==> config.mk <==
export PLATFORM = sky130hd
export DESIGN_NAME = spi_rx_deser
export DESIGN_NICKNAME = d
export VERILOG_FILES = /design/src/rtl/spi_pkg.sv /design/src/rtl/spi_sync.sv /design/src/rtl/spi_rx_deser.sv
export SDC_FILE = /design/constraint.sdc
export NUM_CORES = 1
export LEC_CHECK = 0
export BUFFER_PORTS_ARGS = -buffer_cell sky130_fd_sc_hd__buf_2
export CORE_AREA = 5 5 50 96
export DETAILED_ROUTE_END_ITERATION = 6
export DIE_AREA = 0 0 55 101
export PLACE_DENSITY = 0.77
export SLEW_MARGIN = 0
export SYNTH_ARGS = -nofsm -noshare
export SYNTH_HDL_FRONTEND = slang
export SYNTH_SLANG_ARGS = --single-unit
==> constraint.sdc <==
create_clock -name clk -period 1.6 [get_ports clk]
set_input_delay 0.16 -clock clk [delete_from_list [all_inputs] [get_ports clk]]
set_output_delay 0.16 -clock clk [all_outputs]
set_load 0.05 [all_outputs]
==> src/rtl/spi_pkg.sv <==
// Shared definitions for the SPI receive path: default word/synchronizer sizes
// and the receiver FSM state encoding.
package spi_pkg;

    localparam int SPI_WORD_W      = 16;
    localparam int SPI_SYNC_STAGES = 2;

    typedef enum logic {
        IDLE  = 1'b0,
        SHIFT = 1'b1
    } spi_state_e;

endpackage

==> src/rtl/spi_sync.sv <==
// N-stage flop synchronizer for one asynchronous input, with a selectable
// reset level so idle-high lines (cs_n) come out of reset inactive.
module spi_sync #(
    parameter int   N       = 2,
    parameter logic RST_VAL = 1'b0
) (
    input  logic clk,
    input  logic rst,
    input  logic d,
    output logic q
);

    logic [N-1:0] sync_r;

    // shift the asynchronous input through the flop chain
    always_ff @(posedge clk or negedge rst) begin
        if (!rst) begin
            sync_r <= {N{RST_VAL}};
        end else begin
            sync_r <= {sync_r[N-2:0], d};
        end
    end

    assign q = sync_r[N-1];

endmodule

==> src/rtl/spi_rx_deser.sv <==
// SPI mode-0 receiver: oversamples sclk/cs_n/mosi in the clk domain, assembles
// WIDTH-bit words and offers them on a valid/ready port with sticky overflow.
module spi_rx_deser
    import spi_pkg::*;
#(
    parameter int WIDTH       = SPI_WORD_W,
    parameter bit MSB_FIRST   = 1'b1,
    parameter int SYNC_STAGES = SPI_SYNC_STAGES
) (
    input  logic             clk,
    input  logic             rst,
    input  logic             sclk,
    input  logic             cs_n,
    input  logic             mosi,
    output logic [WIDTH-1:0] rx_data,
    output logic             rx_valid,
    input  logic             rx_ready,
    output logic             overflow,
    input  logic             ovf_clr,
    output logic             busy
);

    localparam int               CNT_W    = $clog2(WIDTH + 1);
    localparam logic [CNT_W-1:0] LAST_CNT = CNT_W'(WIDTH - 1);
    localparam logic [CNT_W-1:0] CNT_ONE  = CNT_W'(1);

    logic             sclk_s;
    logic             cs_n_s;
    logic             mosi_s;
    logic             sclk_dly_r;
    logic             rise_s;
    spi_state_e       state_r;
    spi_state_e       state_nxt_s;
    logic [CNT_W-1:0] cnt_r;
    logic [CNT_W-1:0] cnt_nxt_s;
    logic [WIDTH-1:0] shift_r;
    logic [WIDTH-1:0] shift_nxt_s;
    logic [WIDTH-1:0] shifted_s;
    logic             done_r;
    logic             done_nxt_s;
    logic             load_s;
    logic             drop_s;
    logic [WIDTH-1:0] rx_data_r;
    logic             rx_valid_r;
    logic             overflow_r;
    logic             busy_r;

    spi_sync #(.N(SYNC_STAGES), .RST_VAL(1'b0)) u_sync_sclk (
        .clk (clk), .rst (rst), .d (sclk), .q (sclk_s)
    );
    spi_sync #(.N(SYNC_STAGES), .RST_VAL(1'b0)) u_sync_mosi (
        .clk (clk), .rst (rst), .d (mosi), .q (mosi_s)
    );
    spi_sync #(.N(SYNC_STAGES), .RST_VAL(1'b1)) u_sync_cs_n (
        .clk (clk), .rst (rst), .d (cs_n), .q (cs_n_s)
    );

    assign rise_s = sclk_s & ~sclk_dly_r;

    // shift direction: MSB_FIRST fills from the LSB end upwards
    always_comb begin
        shifted_s = shift_r;
        if (MSB_FIRST) begin
            shifted_s = {shift_r[WIDTH-2:0], mosi_s};
        end else begin
            shifted_s = {mosi_s, shift_r[WIDTH-1:1]};
        end
    end

    // next-state, bit counter and shift register update
    always_comb begin
        state_nxt_s = state_r;
        cnt_nxt_s   = cnt_r;
        shift_nxt_s = shift_r;
        done_nxt_s  = 1'b0;
        case (state_r)
            IDLE: begin
                cnt_nxt_s   = {CNT_W{1'b0}};
                shift_nxt_s = {WIDTH{1'b0}};
                if (!cs_n_s) begin
                    state_nxt_s = SHIFT;
                end else begin
                    state_nxt_s = IDLE;
                end
            end
            SHIFT: begin
                if (rise_s) begin
                    shift_nxt_s = shifted_s;
                    if (cnt_r == LAST_CNT) begin
                        cnt_nxt_s  = {CNT_W{1'b0}};
                        done_nxt_s = 1'b1;
                    end else begin
                        cnt_nxt_s = cnt_r + CNT_ONE;
                    end
                end else begin
                    cnt_nxt_s = cnt_r;
                end
                // a word completed on this same rise is still delivered;
                // the shift register is only cleared once back in IDLE
                if (cs_n_s) begin
                    state_nxt_s = IDLE;
                    cnt_nxt_s   = {CNT_W{1'b0}};
                end else begin
                    state_nxt_s = SHIFT;
                end
            end
            default: begin
                state_nxt_s = IDLE;
                cnt_nxt_s   = {CNT_W{1'b0}};
                shift_nxt_s = {WIDTH{1'b0}};
            end
        endcase
    end

    // receiver state registers
    always_ff @(posedge clk or negedge rst) begin
        if (!rst) begin
            state_r    <= IDLE;
            cnt_r      <= {CNT_W{1'b0}};
            shift_r    <= {WIDTH{1'b0}};
            done_r     <= 1'b0;
            sclk_dly_r <= 1'b0;
        end else begin
            state_r    <= state_nxt_s;
            cnt_r      <= cnt_nxt_s;
            shift_r    <= shift_nxt_s;
            done_r     <= done_nxt_s;
            sclk_dly_r <= sclk_s;
        end
    end

    assign load_s = done_r & (~rx_valid_r | rx_ready);
    assign drop_s = done_r & rx_valid_r & ~rx_ready;

    // output word, handshake, sticky overflow and busy flag
    always_ff @(posedge clk or negedge rst) begin
        if (!rst) begin
            rx_data_r  <= {WIDTH{1'b0}};
            rx_valid_r <= 1'b0;
            overflow_r <= 1'b0;
            busy_r     <= 1'b0;
        end else begin
            if (load_s) begin
                rx_data_r  <= shift_r;
                rx_valid_r <= 1'b1;
            end else if (rx_ready) begin
                rx_valid_r <= 1'b0;
            end else begin
                rx_valid_r <= rx_valid_r;
            end
            if (drop_s) begin
                overflow_r <= 1'b1;
            end else if (ovf_clr) begin
                overflow_r <= 1'b0;
            end else begin
                overflow_r <= overflow_r;
            end
            busy_r <= (state_nxt_s == SHIFT);
        end
    end

    assign rx_data  = rx_data_r;
    assign rx_valid = rx_valid_r;
    assign overflow = overflow_r;
    assign busy     = busy_r;

endmodule

# Word-level counts from Yosys, hierarchy flattened

Index checks and enable logic that the tools add are counted.

Add/sub/neg operators: 1
Eq/ne operators: 3
Mux-type cells: 14
Bitwise logic cells: 9
Reduce and logical (&&, ||, !) cells: 2

Operators by type and width:

| operator            | count |
|---|---|
| $pmux 16 s2         | 1 |
| $mux 16             | 1 |
| $mux 5              | 3 |
| $pmux 5 s2          | 1 |
| $mux 1              | 8 |
| $add 5x1->5 const B | 1 |
| $eq 5x4->1 const B  | 1 |
| $and 1x1->1         | 4 |
| $not 1->1           | 4 |
| $reduce_bool 2->1   | 2 |
| $ne 3x2->1 const B  | 1 |
| $ne 2x2->1 const B  | 1 |
| $or 1x1->1          | 1 |

Register bits: 48
Input port bits: 7
Output and inout bits: 19
Word-level logic and storage cells: 40

# Logic depth before layout (Yosys ltp)

Gate-level depths: netlist (run 1).

Depth in word-level cells: 5
Depth in mapped cells: 5
Mapped depth without buffers: 4

# By module

A second synthesis (run 1) with hierarchy kept.

Cells, all modules: 149
Area, all modules: 1869.3 µm²

By module, submodules not included:

| module                      | instances | cells each | area each (µm²) | seq. area each (µm²) |
|---|---|---|---|---|
| spi_rx_deser                | 1         | 143        | 1716.6          | 1051.0 |
| spi_sync at u_sync_mosi ... | 2         | 2          | 50.0            | 50.0 |
| spi_sync at u_sync_cs_n     | 1         | 2          | 52.6            | 52.6 |

# Least setup slack after synthesis (run 1)

OpenSTA, ideal clock, no wires.

Path type: reg-to-reg
From: register rx_valid_r, in the netlist rx_valid
To: register rx_data_r[0], in the netlist rx_data[0]
Setup time: 125 ps
Arrival: 1334 ps
Data required time: 1475 ps
Path slack: 141 ps
Cell stages (with the launch flop): 5
Buffers on the path: 1
Clock period less this slack: 1459 ps
Cells stage by stage: dfrtp_1 -> nand2b_4 -> nand2_4 -> buf_6 -> mux2_2

Cells in the longest elaborated chain, start to end: 3

RTL lines:

| element                | line                | RTL |
|---|---|---|
| from (decl)            | spi_rx_deser.sv:44  | `logic rx_valid_r;` |
| from (signal assigned) | spi_rx_deser.sv:149 | `rx_valid_r <= rx_valid_r;` |
| $not 1->1              | spi_rx_deser.sv:132 | `assign load_s = done_r & (~rx_valid_r \| rx_ready);` |
| $or 1x1->1             | spi_rx_deser.sv:132 |  |
| $and 1x1->1            | spi_rx_deser.sv:132 |  |
| to (signal assigned)   | spi_rx_deser.sv:138 | `rx_data_r <= {WIDTH{1'b0}};` |
| to (signal assigned)   | spi_rx_deser.sv:144 | `rx_data_r <= shift_r;` |
| to (decl)              | spi_rx_deser.sv:43  | `logic [WIDTH-1:0] rx_data_r;` |

Every way passes these cells.
A chain may end at the register's enable or synchronous reset.

# Worst setup path in the final report (run 1)

From: register cnt_r[0]
To: register cnt_r[0]

Cells in the longest elaborated chain, start to end: 5
Elaborated cells between the ends (all ways): 6
Those cells by class: add/sub: 1; eq/ne: 1; mux: 4

RTL lines:

| element                                   | line                                   | RTL |
|---|---|---|
| from (decl)                               | spi_rx_deser.sv:34                     | `logic [CNT_W-1:0] cnt_r;` |
| from (signal assigned)                    | spi_rx_deser.sv:119                    | `cnt_r <= {CNT_W{1'b0}};` |
| from (signal assigned)                    | spi_rx_deser.sv:125                    | `cnt_r <= cnt_nxt_s;` |
| $add 5x1->5 or $eq 5x4->1 (tied branches) | spi_rx_deser.sv:93, spi_rx_deser.sv:89 |  |
| $mux 5 (*)                                | spi_rx_deser.sv:89                     | `if (cnt_r == LAST_CNT) begin` |
| $mux 5 (*)                                | spi_rx_deser.sv:87                     | `if (rise_s) begin` |
| $mux 5 (*)                                | spi_rx_deser.sv:100                    | `if (cs_n_s) begin` |
| $pmux 5 s2 (*)                            | spi_rx_deser.sv:76                     | `case (state_r)` |

Every way passes the cells marked *; elsewhere a longest branch is shown, timed or not. The select of a mux whose other input is x is not followed.

==> results of run 1 <==
## worst max-delay path by stage
stage / from / end / slack [ns]
floorplan: rx_valid / rx_data[0] / 0.14
global route: cnt_r[0] / cnt_r[0] / 0.08
detailed placement: cnt_r[0] / cnt_r[0] / 0.18
global placement: cnt_r[0] / cnt_r[0] / 0.25
finish: cnt_r[0] / cnt_r[0] / 0.17
CTS: cnt_r[0] / cnt_r[0] / 0.17
## metrics by stage
stage | hold WS [ns] | total power, mW | setup slack [ns]
after floorplan | -0.136 | 1.30 | 0.141
final | 0.0440 | 2.06 | 0.166
after detailed placement | 0.269 | 1.34 | 0.184
after CTS | 0.0325 | 2.09 | 0.167
after global placement | 0.266 | 1.34 | 0.253
after global routing | 0.0572 | 2.16 | 0.0815
## cell families after synthesis
family                   share of synthesized area
AO/OA/AOI/OAI                               0.0823
XOR/XNOR                                   0.00469
adder cells (fa/ha/maj)                    0.00669
buffers and inverters                       0.0348
flip-flops                                   0.644
multiplexers                                0.0964
AND/OR/NAND/NOR                              0.131
## power by group
| part | switching [mW] | internal [mW] | leakage (nW) |
|---|---|---|---|
| Clock | 0.393 | 0.350 | 0.0434 |
| Sequential | 0.00883 | 1.23 | 0.649 |
| Combinational | 0.0529 | 0.0323 | 0.384 |
| Total | 0.455 | 1.61 | 1.08 |
## layout by cell type, fill, tap and decap left out, drive strengths merged, types with 2 or more instances in the layout
master / instances
dfrtp: 46
nand2: 39
buf: 31
mux2: 16
a21boi: 16
clkbuf: 6
dlygate4sd3: 4
inv: 3
nand3: 3
a21oi: 2
or3: 2
clkinvlp: 2
dfstp: 2
nand2b: 2
## critical path, delay by kind of cell, from the launching register on
family / cells / cell delay (ns)
AOI/OAI and AO/OA: 1 / 0.13
adders and majority gates: 1 / 0.24
DFF: 1 / 0.41
and+or+nand+nor: 2 / 0.58
## layout make-up
class / count / share of cell area
repair buffers: 35 / 0.0961
clock buffers: 6 / 0.0377
multi-input cells: 91 / 0.274
clock inverters: 2 / 0.00686
inverters: 3 / 0.00515
flip-flops and latches: 48 / 0.550
well taps: 52 / 0.0297
## state kept, by name, indices dropped and copies added (netlist names)
name and count:
u_sync_cs_n.sync_r 2, done_r 1, rx_valid 1, sclk_dly_r 1, shift_r 16, busy 1
cnt_r 5, u_sync_mosi.sync_r 2, rx_data 16, overflow 1, u_sync_sclk.sync_r 2
## layer usage
metal | vias to the layer above | global-route usage | wire, um
met3 | 7 | 0.0444 | 176
met4 | 0 | 0.0618 | 70
met1 | 567 | 0.154 | 1300
met5 | - | 0 | 0
met2 | 34 | 0.216 | 1530
li1 | 564 | - | -
==> results.py, run 1 <==
metrics = {
    "yosys": {
        "yosysTopAreaCellShare": 0.616,
        "yosys_register_bits": 48,
        "synth_fp_nets": 157,
        "synth_most_common_cell": "dfrtp_1",
        "syn_inst": 149,
        "seq_area_frac_synth": 0.644,
        "synth-async-reset-ratio": 1.00,
        "synth_area_leader_cell": "dfrtp_1",
        "yosys_warnings": 0,
        "synthFlopType": "dfrtp_1",
        "syn_area_um2": 1870,
        "yosys-top-cells-count": "46 x dfrtp_1, 38 x nand2_1, 16 x mux2_2, 8 x a21boi_0, 8 x a21boi_1",
        "synth-edff-count": 0,
        "synth.avg_cell_area_um2": 12.5,
        "yosys-top-cells-area": "dfrtp_1 62%, mux2_2 9.6%, nand2_1 7.6%, a21boi_0 3.2%, a21boi_1 3.2%",
        "ys_types": 28,
    },
    "drt": {
        "dr.pass1.iters": 4,
        "drt_iter0_markers": 11,
        "routedWlPerCell_um": 13.0,
        "vias": 1172,
        "ant_nets": 0,
        "via_per_inst": 4.95,
        "drc": 0,
        "totalWireLength_um": 3080,
    },
    "setup_path": {
        "r2r-end": "cnt_r[0]",
        "crit_arrival_ns": 1.66,
        "cp_cell_sequence": "ha_1 -> and4b_1 -> or3_1 -> a21oi_1",
        "path_class": "reg -> reg",
        "cpMaxStageDelayCell": "dfrtp_1",
        "start_kind": "flip-flop",
        "r2r-start": "cnt_r[0]",
        "end_kind": "flip-flop",
        "crit_path_max_fanout": 4,
        "reg2reg_depth": 4,
        "rrSetupSlack_ns": 0.17,
        "slowest_delay_ns": 0.41,
        "critPathRequiredTime_ns": 1.83,
    },
    "min_path": {
        "holdCritStartpoint": "ovf_clr",
        "holdPathStages": 2,
        "hold_end": "overflow",
        "min_path_type": "in -> reg",
    },
    "clocking": {
        "numCtsBuffers": 5,
        "ctsHoldBuffers": 4,
        "h-tree-depth": 2,
        "cts_buffer_depth": 2,
        "post_cts_resized": 0,
        "cts_tree": "built",
        "clk_pin_slew_ns": 0.08,
        "clockRootBuffer": "clkbuf_8",
        "clock_latency_ns": 0.30,
        "cts.sinks": 48,
        "postCtsSetupRepairBufs": 0,
    },
    "final_layout": {
        "finish.instance_area_um2": 2190,
        "layout-drive-gt1-share": 0.324,
        "areaGrowthSynthToFinish_pct": 17.1,
        "diodes": 0,
        "postLayoutCoreUtil": 0.546,
        "layout.cells.non_filler": 237,
        "final_nets": 192,
        "n_fill_cell": 347,
        "multi_input_area_um2": 601,
        "ff_latch_area_um2": 1200,
    },
    "status": {
        "status": "complete, no violations",
    },
    "timing": {
        "fin_crit_sh": 0.896,
        "relSlewSlack": 0.615,
        "hold_viol_final": 0,
        "fin_crit_ns": 1.43,
        "maxSlewViolCount": 0,
        "setup_violations": 0,
        "max_slew.worst_pin.slew_ns": 0.578,
        "grt_setup_unrepaired": "no",
        "fmax_mhz": 697,
        "finalSetupTns_ns": 0,
        "fin_skew_ns": 0.00752,
    },
    "global_route": {
        "grt_pass1_vias": 1173,
        "grt_pass1_wl_um": 5300,
        "grt_overflow": 0,
        "grt_usage": 0.134,
        "grt_max_degree": 49,
        "antenna_found_initial": 0,
    },
    "power": {
        "p_per_area_nw_per_um2": 943,
        "leakagePower_nw": 1.08,
        "max-vdd-ir-drop_v": 0.000832,
    },
    "floorplanning": {
        "die_area_um2": 5560,
        "dieWidth_um": 55,
        "die_y_um": 101,
        "std_cell_rows": 33,
        "fp.coreArea_um2": 4010,
        "start_util": 0.467,
        "pin_count": 26,
    },
    "placement": {
        "gp_congestion": 0.829,
        "dp_hpwl_um": 2120,
        "portBuffers": 25,
        "place_area_um2": 2050,
        "placed_cells": 225,
    },
    "job": {
        "maxCapViolCount": 0,
    },
}
(Power assumes the default switching activity.)
==> inputs of run 2 (changes only) <==
BUFFER_PORTS_ARGS = unset   (was -buffer_cell sky130_fd_sc_hd__buf_2)
DONT_BUFFER_PORTS = 1   (was unset)
PLACE_DENSITY = 0.71   (was 0.77)
==> run 2 against run 1 <==
  * Total power fell by 4.5%
  * Setup slack got worse by 0.0049 ns
  * Flip-flop and latch count did not move
  * Hold slack improved by 0.039 ns
  * Routed wire length fell by 0.32%
  * Final area fell by 2.9%
  * Critical path type unchanged
  * Sequential share of layout area rose by 1.6 points
  * Die area did not move
  * Cell count fell by 7.6%
==> results.py, run 2 (same netlist as run 1, synthesis figures left out) <==
metrics = {
    "power": {
        "p_sw_frac": 0.211,
        "power_frac_clock": 0.330,
        "switchingPower_uw": 415,
        "p_comb_frac": 0.043,
        "power_mw": 1.97,
        "max-vdd-ir-drop_v": 0.000666,
        "p_per_area_nw_per_um2": 927,
        "p_seq_frac": 0.627,
        "intPower_mw": 1.56,
        "leakagePower_nw": 0.998,
    },
    "floorplanning": {
        "dieWidth_um": 55,
        "die_y_um": 101,
        "die_area_um2": 5560,
        "pin_count": 26,
        "fp.coreArea_um2": 4010,
        "start_util": 0.467,
        "std_cell_rows": 33,
    },
    "clocking": {
        "h-tree-depth": 2,
        "cts_buffer_depth": 2,
        "numCtsBuffers": 5,
        "clock_latency_ns": 0.29,
        "postCtsSetupRepairBufs": 0,
        "clockRootBuffer": "clkbuf_8",
        "post_cts_resized": 0,
        "cts.sinks": 48,
        "cts_tree": "built",
        "clk_pin_slew_ns": 0.08,
    },
    "timing": {
        "finalSetupTns_ns": 0,
        "fmax_mhz": 695,
        "fin_crit_ns": 1.44,
        "grt_setup_unrepaired": "no",
        "maxSlewViolCount": 0,
        "relSlewSlack": 0.679,
        "fin_skew_ns": 0.00571,
        "hold_viol_final": 0,
        "setup_violations": 0,
        "fin_crit_sh": 0.900,
        "max_slew.worst_pin.slew_ns": 0.482,
    },
    "drt": {
        "routedWlPerCell_um": 14.0,
        "drt_iter0_markers": 33,
        "drc": 0,
        "vias": 1150,
        "via_per_inst": 5.25,
        "ant_nets": 0,
        "dr.pass1.iters": 4,
        "totalWireLength_um": 3070,
    },
    "final_layout": {
        "final_nets": 175,
        "areaGrowthSynthToFinish_pct": 13.7,
        "diodes": 0,
        "final_common_cell": "dfrtp_1",
        "layout-drive-gt1-share": 0.240,
        "final_cell_mix": "46 x dfrtp_1, 38 x nand2_1, 16 x mux2_2",
    },
    "setup_path": {
        "cpMaxStageDelayCell": "dfrtp_1",
        "crit_arrival_ns": 1.65,
        "critPathRequiredTime_ns": 1.81,
        "critPathTopFamily": "simple AND/OR/NAND/NOR gates",
        "slowest_delay_ns": 0.41,
        "end_kind": "flip-flop",
        "crit_buf_inv": 0,
        "crit_path_max_fanout": 4,
        "path_class": "reg -> reg",
        "cp_cell_sequence": "ha_1 -> and4b_1 -> or3_1 -> a21oi_1",
        "start_kind": "flip-flop",
    },
    "global_route": {
        "grt_max_degree": 49,
        "grt_overflow": 0,
        "grt_pass1_vias": 1179,
        "antenna_found_initial": 0,
        "grt_pass1_wl_um": 5310,
        "grt_usage": 0.132,
    },
    "placement": {
        "portBuffers": 0,
        "gp_congestion": 0.852,
        "dp_hpwl_um": 2100,
    },
    "min_path": {
        "min_path_type": "in -> reg",
    },
    "status": {
        "status": "complete, no violations",
    },
    "job": {
        "maxCapViolCount": 0,
    },
}
## run 2: cell count changes in the layout (fill, tap and decap cells not counted), sizes merged
| cell | change |
|---|---|
| clkinvlp | -2 |
| dlygate4sd3 | +1 |
| clkinv | +1 |
| buf | -18 |
## run 2: path summary, 6_finish.rpt
| kind | to | slack [ns] | start | cells after the start |
|---|---|---|---|---|
| max in group asynchronous | u_sync_cs_n.sync_r[0] | 0.95 | rst | 2 |
| worst max register to register | cnt_r[0] | 0.16 | cnt_r[0] | 4 |
| min in group asynchronous | shift_r[3] | 0.37 | rst | 2 |
| worst min-delay path | rx_valid | 0.08 | rx_ready | 2 |
| worst min register to register | u_sync_sclk.sync_r[1] | 0.36 | u_sync_sclk.sync_r[0] | 0 |
| worst max-delay path | cnt_r[0] | 0.16 | cnt_r[0] | 4 |
## run 2: final cells by class
cell class	instances	area, um2
Fill cell	352	1880
Sequential cell	48	1200
Multi-Input combinational cell	91	601
Timing Repair Buffer	18	168
Clock buffer	6	72.6
Tap cell	52	65.1
Inverter	3	11.3
Clock inverter	1	5.00
## run 2: per-stage QoR
stage               instances  hold WS, ns  utilization  setup slack [ns]  area (um2)
floorplan                 149       -0.136            -             0.141        1870
global placement          206       -0.135        0.492             0.258        1970
detailed placement        206       -0.134        0.492             0.177        1970
CTS                       219       0.0698        0.531             0.156        2130
global route              219       0.0741        0.531            0.0798        2130
finish                    219       0.0834        0.531             0.161        2130
## run 2: what timing repair did
action | in CTS | in global routing
hold buffers | 6 | 0
endpoints found under the setup margin | 0 | 0
endpoints found under the hold margin | 52 | 0
## run 2: power groups by stage
| stage | combinational (mW) | sequential [mW] | clock, mW |
|---|---|---|---|
| 2_1_floorplan | 0.0363 | 1.26 | 0 |
| 3_3_place_gp | 0.0459 | 1.26 | 0 |
| 3_5_place_dp | 0.0465 | 1.26 | 0 |
| 4_1_cts | 0.0883 | 1.24 | 0.689 |
| 5_1_grt | 0.0963 | 1.24 | 0.731 |
| 6_report | 0.0848 | 1.24 | 0.650 |
## run 2: layer usage
metal	share of wire	vias up	wire, um	GRT usage
li1	-	531	-	-
met1	0.40	582	1240	0.150
met2	0.52	30	1590	0.217
met3	0.055	7	168	0.0415
met4	0.023	0	70	0.0618
met5	0	-	0	0
==> inputs of run 3 (changes only) <==
CAP_MARGIN = 20   (was unset)
clock period = 1.5 ns   (was 1.6 ns; I/O delays follow)
==> run 3 against run 2 <==
  * Clock power grew 51%
  * Setup slack lost 0.053 ns
  * Global-route usage is essentially flat
  * Count of clock-buffer cells in the layout grew 1
  * Total power grew 22%
  * Critical path type unchanged
  * Critical endpoint unchanged
  * Largest cell class unchanged
==> results.py, run 3 (same netlist as run 1, synthesis figures left out) <==
metrics = {
    "status": {
        "status": "complete, no violations",
    },
    "setup_path": {
        "path_class": "reg -> reg",
        "cpMaxStageDelayCell": "dfrtp_1",
        "critPathTopFamily": "simple AND/OR/NAND/NOR gates",
        "endpoint": "cnt_r[0]",
        "end_kind": "flip-flop",
        "reg2reg_depth": 4,
        "worst-path-stages": 4,
        "startpoint": "cnt_r[1]",
        "crit_path_max_fanout": 3,
        "crit_buf_inv": 0,
        "slowest_delay_ns": 0.40,
        "rrSetupSlack_ns": 0.11,
        "cp_cell_sequence": "ha_1 -> and4b_1 -> or3_1 -> a21oi_1",
        "r2r-start": "cnt_r[1]",
        "r2r-end": "cnt_r[0]",
        "start_kind": "flip-flop",
        "critPathRequiredTime_ns": 1.72,
        "crit_arrival_ns": 1.61,
    },
    "drt": {
        "drc": 0,
        "routedWlPerCell_um": 13.6,
        "vias": 1177,
        "via_per_inst": 5.10,
        "totalWireLength_um": 3150,
        "dr.pass1.iters": 4,
        "ant_nets": 0,
        "drt_iter0_markers": 39,
    },
    "timing": {
        "fin_skew_ns": 0.00550,
        "maxSlewViolCount": 0,
        "max_slew.worst_pin.slew_ns": 0.471,
        "setup_violations": 0,
        "fin_crit_sh": 0.928,
        "fmax_mhz": 718,
        "relSlewSlack": 0.686,
        "finalSetupTns_ns": 0,
        "grt_setup_unrepaired": "no",
        "hold_viol_final": 0,
        "fin_crit_ns": 1.39,
    },
    "power": {
        "intPower_mw": 1.93,
        "leakagePower_nw": 1.08,
        "p_per_area_nw_per_um2": 1060,
        "p_comb_frac": 0.038,
        "p_sw_frac": 0.193,
        "max-vdd-ir-drop_v": 0.000769,
        "power_mw": 2.40,
        "p_seq_frac": 0.552,
        "power_frac_clock": 0.410,
        "switchingPower_uw": 462,
    },
    "min_path": {
        "min_path_type": "in -> reg",
    },
    "clocking": {
        "cts.sinks": 48,
        "cts_tree": "built",
        "clk_pin_slew_ns": 0.08,
        "cts_buffer_depth": 2,
        "clockRootBuffer": "clkbuf_8",
        "clock_latency_ns": 0.29,
        "numCtsBuffers": 5,
        "h-tree-depth": 2,
    },
    "placement": {
        "portBuffers": 0,
        "gp_congestion": 0.810,
        "dp_hpwl_um": 2110,
        "place_area_um2": 2050,
        "placed_cells": 216,
    },
    "floorplanning": {
        "dieWidth_um": 55,
        "start_util": 0.467,
        "fp.coreArea_um2": 4010,
        "std_cell_rows": 33,
        "die_area_um2": 5560,
        "die_y_um": 101,
        "pin_count": 26,
    },
    "final_layout": {
        "final_nets": 186,
        "n_fill_cell": 346,
        "areaGrowthSynthToFinish_pct": 20.8,
        "finish.instance_area_um2": 2260,
        "layout.cells.non_filler": 231,
        "final_cell_mix": "45 x dfrtp_1, 38 x nand2_1, 23 x buf_4",
        "final_common_cell": "dfrtp_1",
        "diodes": 0,
        "layout-drive-gt1-share": 0.302,
    },
    "global_route": {
        "grt_pass1_wl_um": 5440,
        "grt_pass1_vias": 1239,
        "grt_overflow": 0,
        "antenna_found_initial": 0,
        "grt_max_degree": 49,
        "grt_usage": 0.133,
    },
    "job": {
        "maxCapViolCount": 0,
    },
}
-- run 3: repair_timing --
item,CTS,global route
endpoints found under the hold margin,52,0
hold buffers,6,0
endpoints found under the setup margin,0,2
buffers inserted,0,1
gates resized for setup,0,1
-- run 3: per-stage QoR --
stage / setup WS, ns / hold slack, ns / utilization
after floorplan: 0.0412 / -0.146 / -
after global placement: 0.155 / -0.144 / 0.511
after detailed placement: 0.0770 / -0.144 / 0.511
after CTS: 0.0565 / 0.0552 / 0.562
after global routing: 0.0306 / 0.0580 / 0.564
final: 0.108 / 0.0622 / 0.564
-- run 3: area by class of cell --
| class | instances | area (um2) | share of cell area |
|---|---|---|---|
| clock buffer | 7 | 96.3 | 0.0427 |
| clock inverter | 1 | 30.0 | 0.0133 |
| inverter | 3 | 11.3 | 0.00499 |
| multi-input combinational | 91 | 601 | 0.266 |
| sequential | 48 | 1200 | 0.534 |
| tap | 52 | 65.1 | 0.0288 |
| timing repair buffer | 29 | 250 | 0.111 |
-- run 3: how the worst min path moves through the flow --
stage,start,cells after the start,to,slack [ns]
2_1_floorplan,rst,0,busy,-0.15
4_1_cts,rx_ready,2,rx_valid,0.06
6_report,rx_ready,2,rx_valid,0.06
3_3_place_gp,rst,0,rx_data[3],-0.14
3_5_place_dp,rst,0,rx_data[3],-0.14
5_1_grt,rx_ready,2,rx_valid,0.06
-- run 3: routing by layer --
layer	routed length, um	up-vias	track usage	share of wire
li1	-	551	-	-
met2	1630	29	0.217	0.52
met4	69	0	0.0581	0.022
met1	1290	591	0.159	0.41
met5	0	-	0	0
met3	155	6	0.0311	0.049
-- run 3: power groups by stage --
stage	sequential [mW]	clock [mW]	combinational, mW
global route	1.32	1.07	0.103
CTS	1.32	1.02	0.0924
detailed placement	1.35	0	0.0476
finish	1.32	0.983	0.0915
global placement	1.35	0	0.0461
floorplan	1.34	0	0.0387
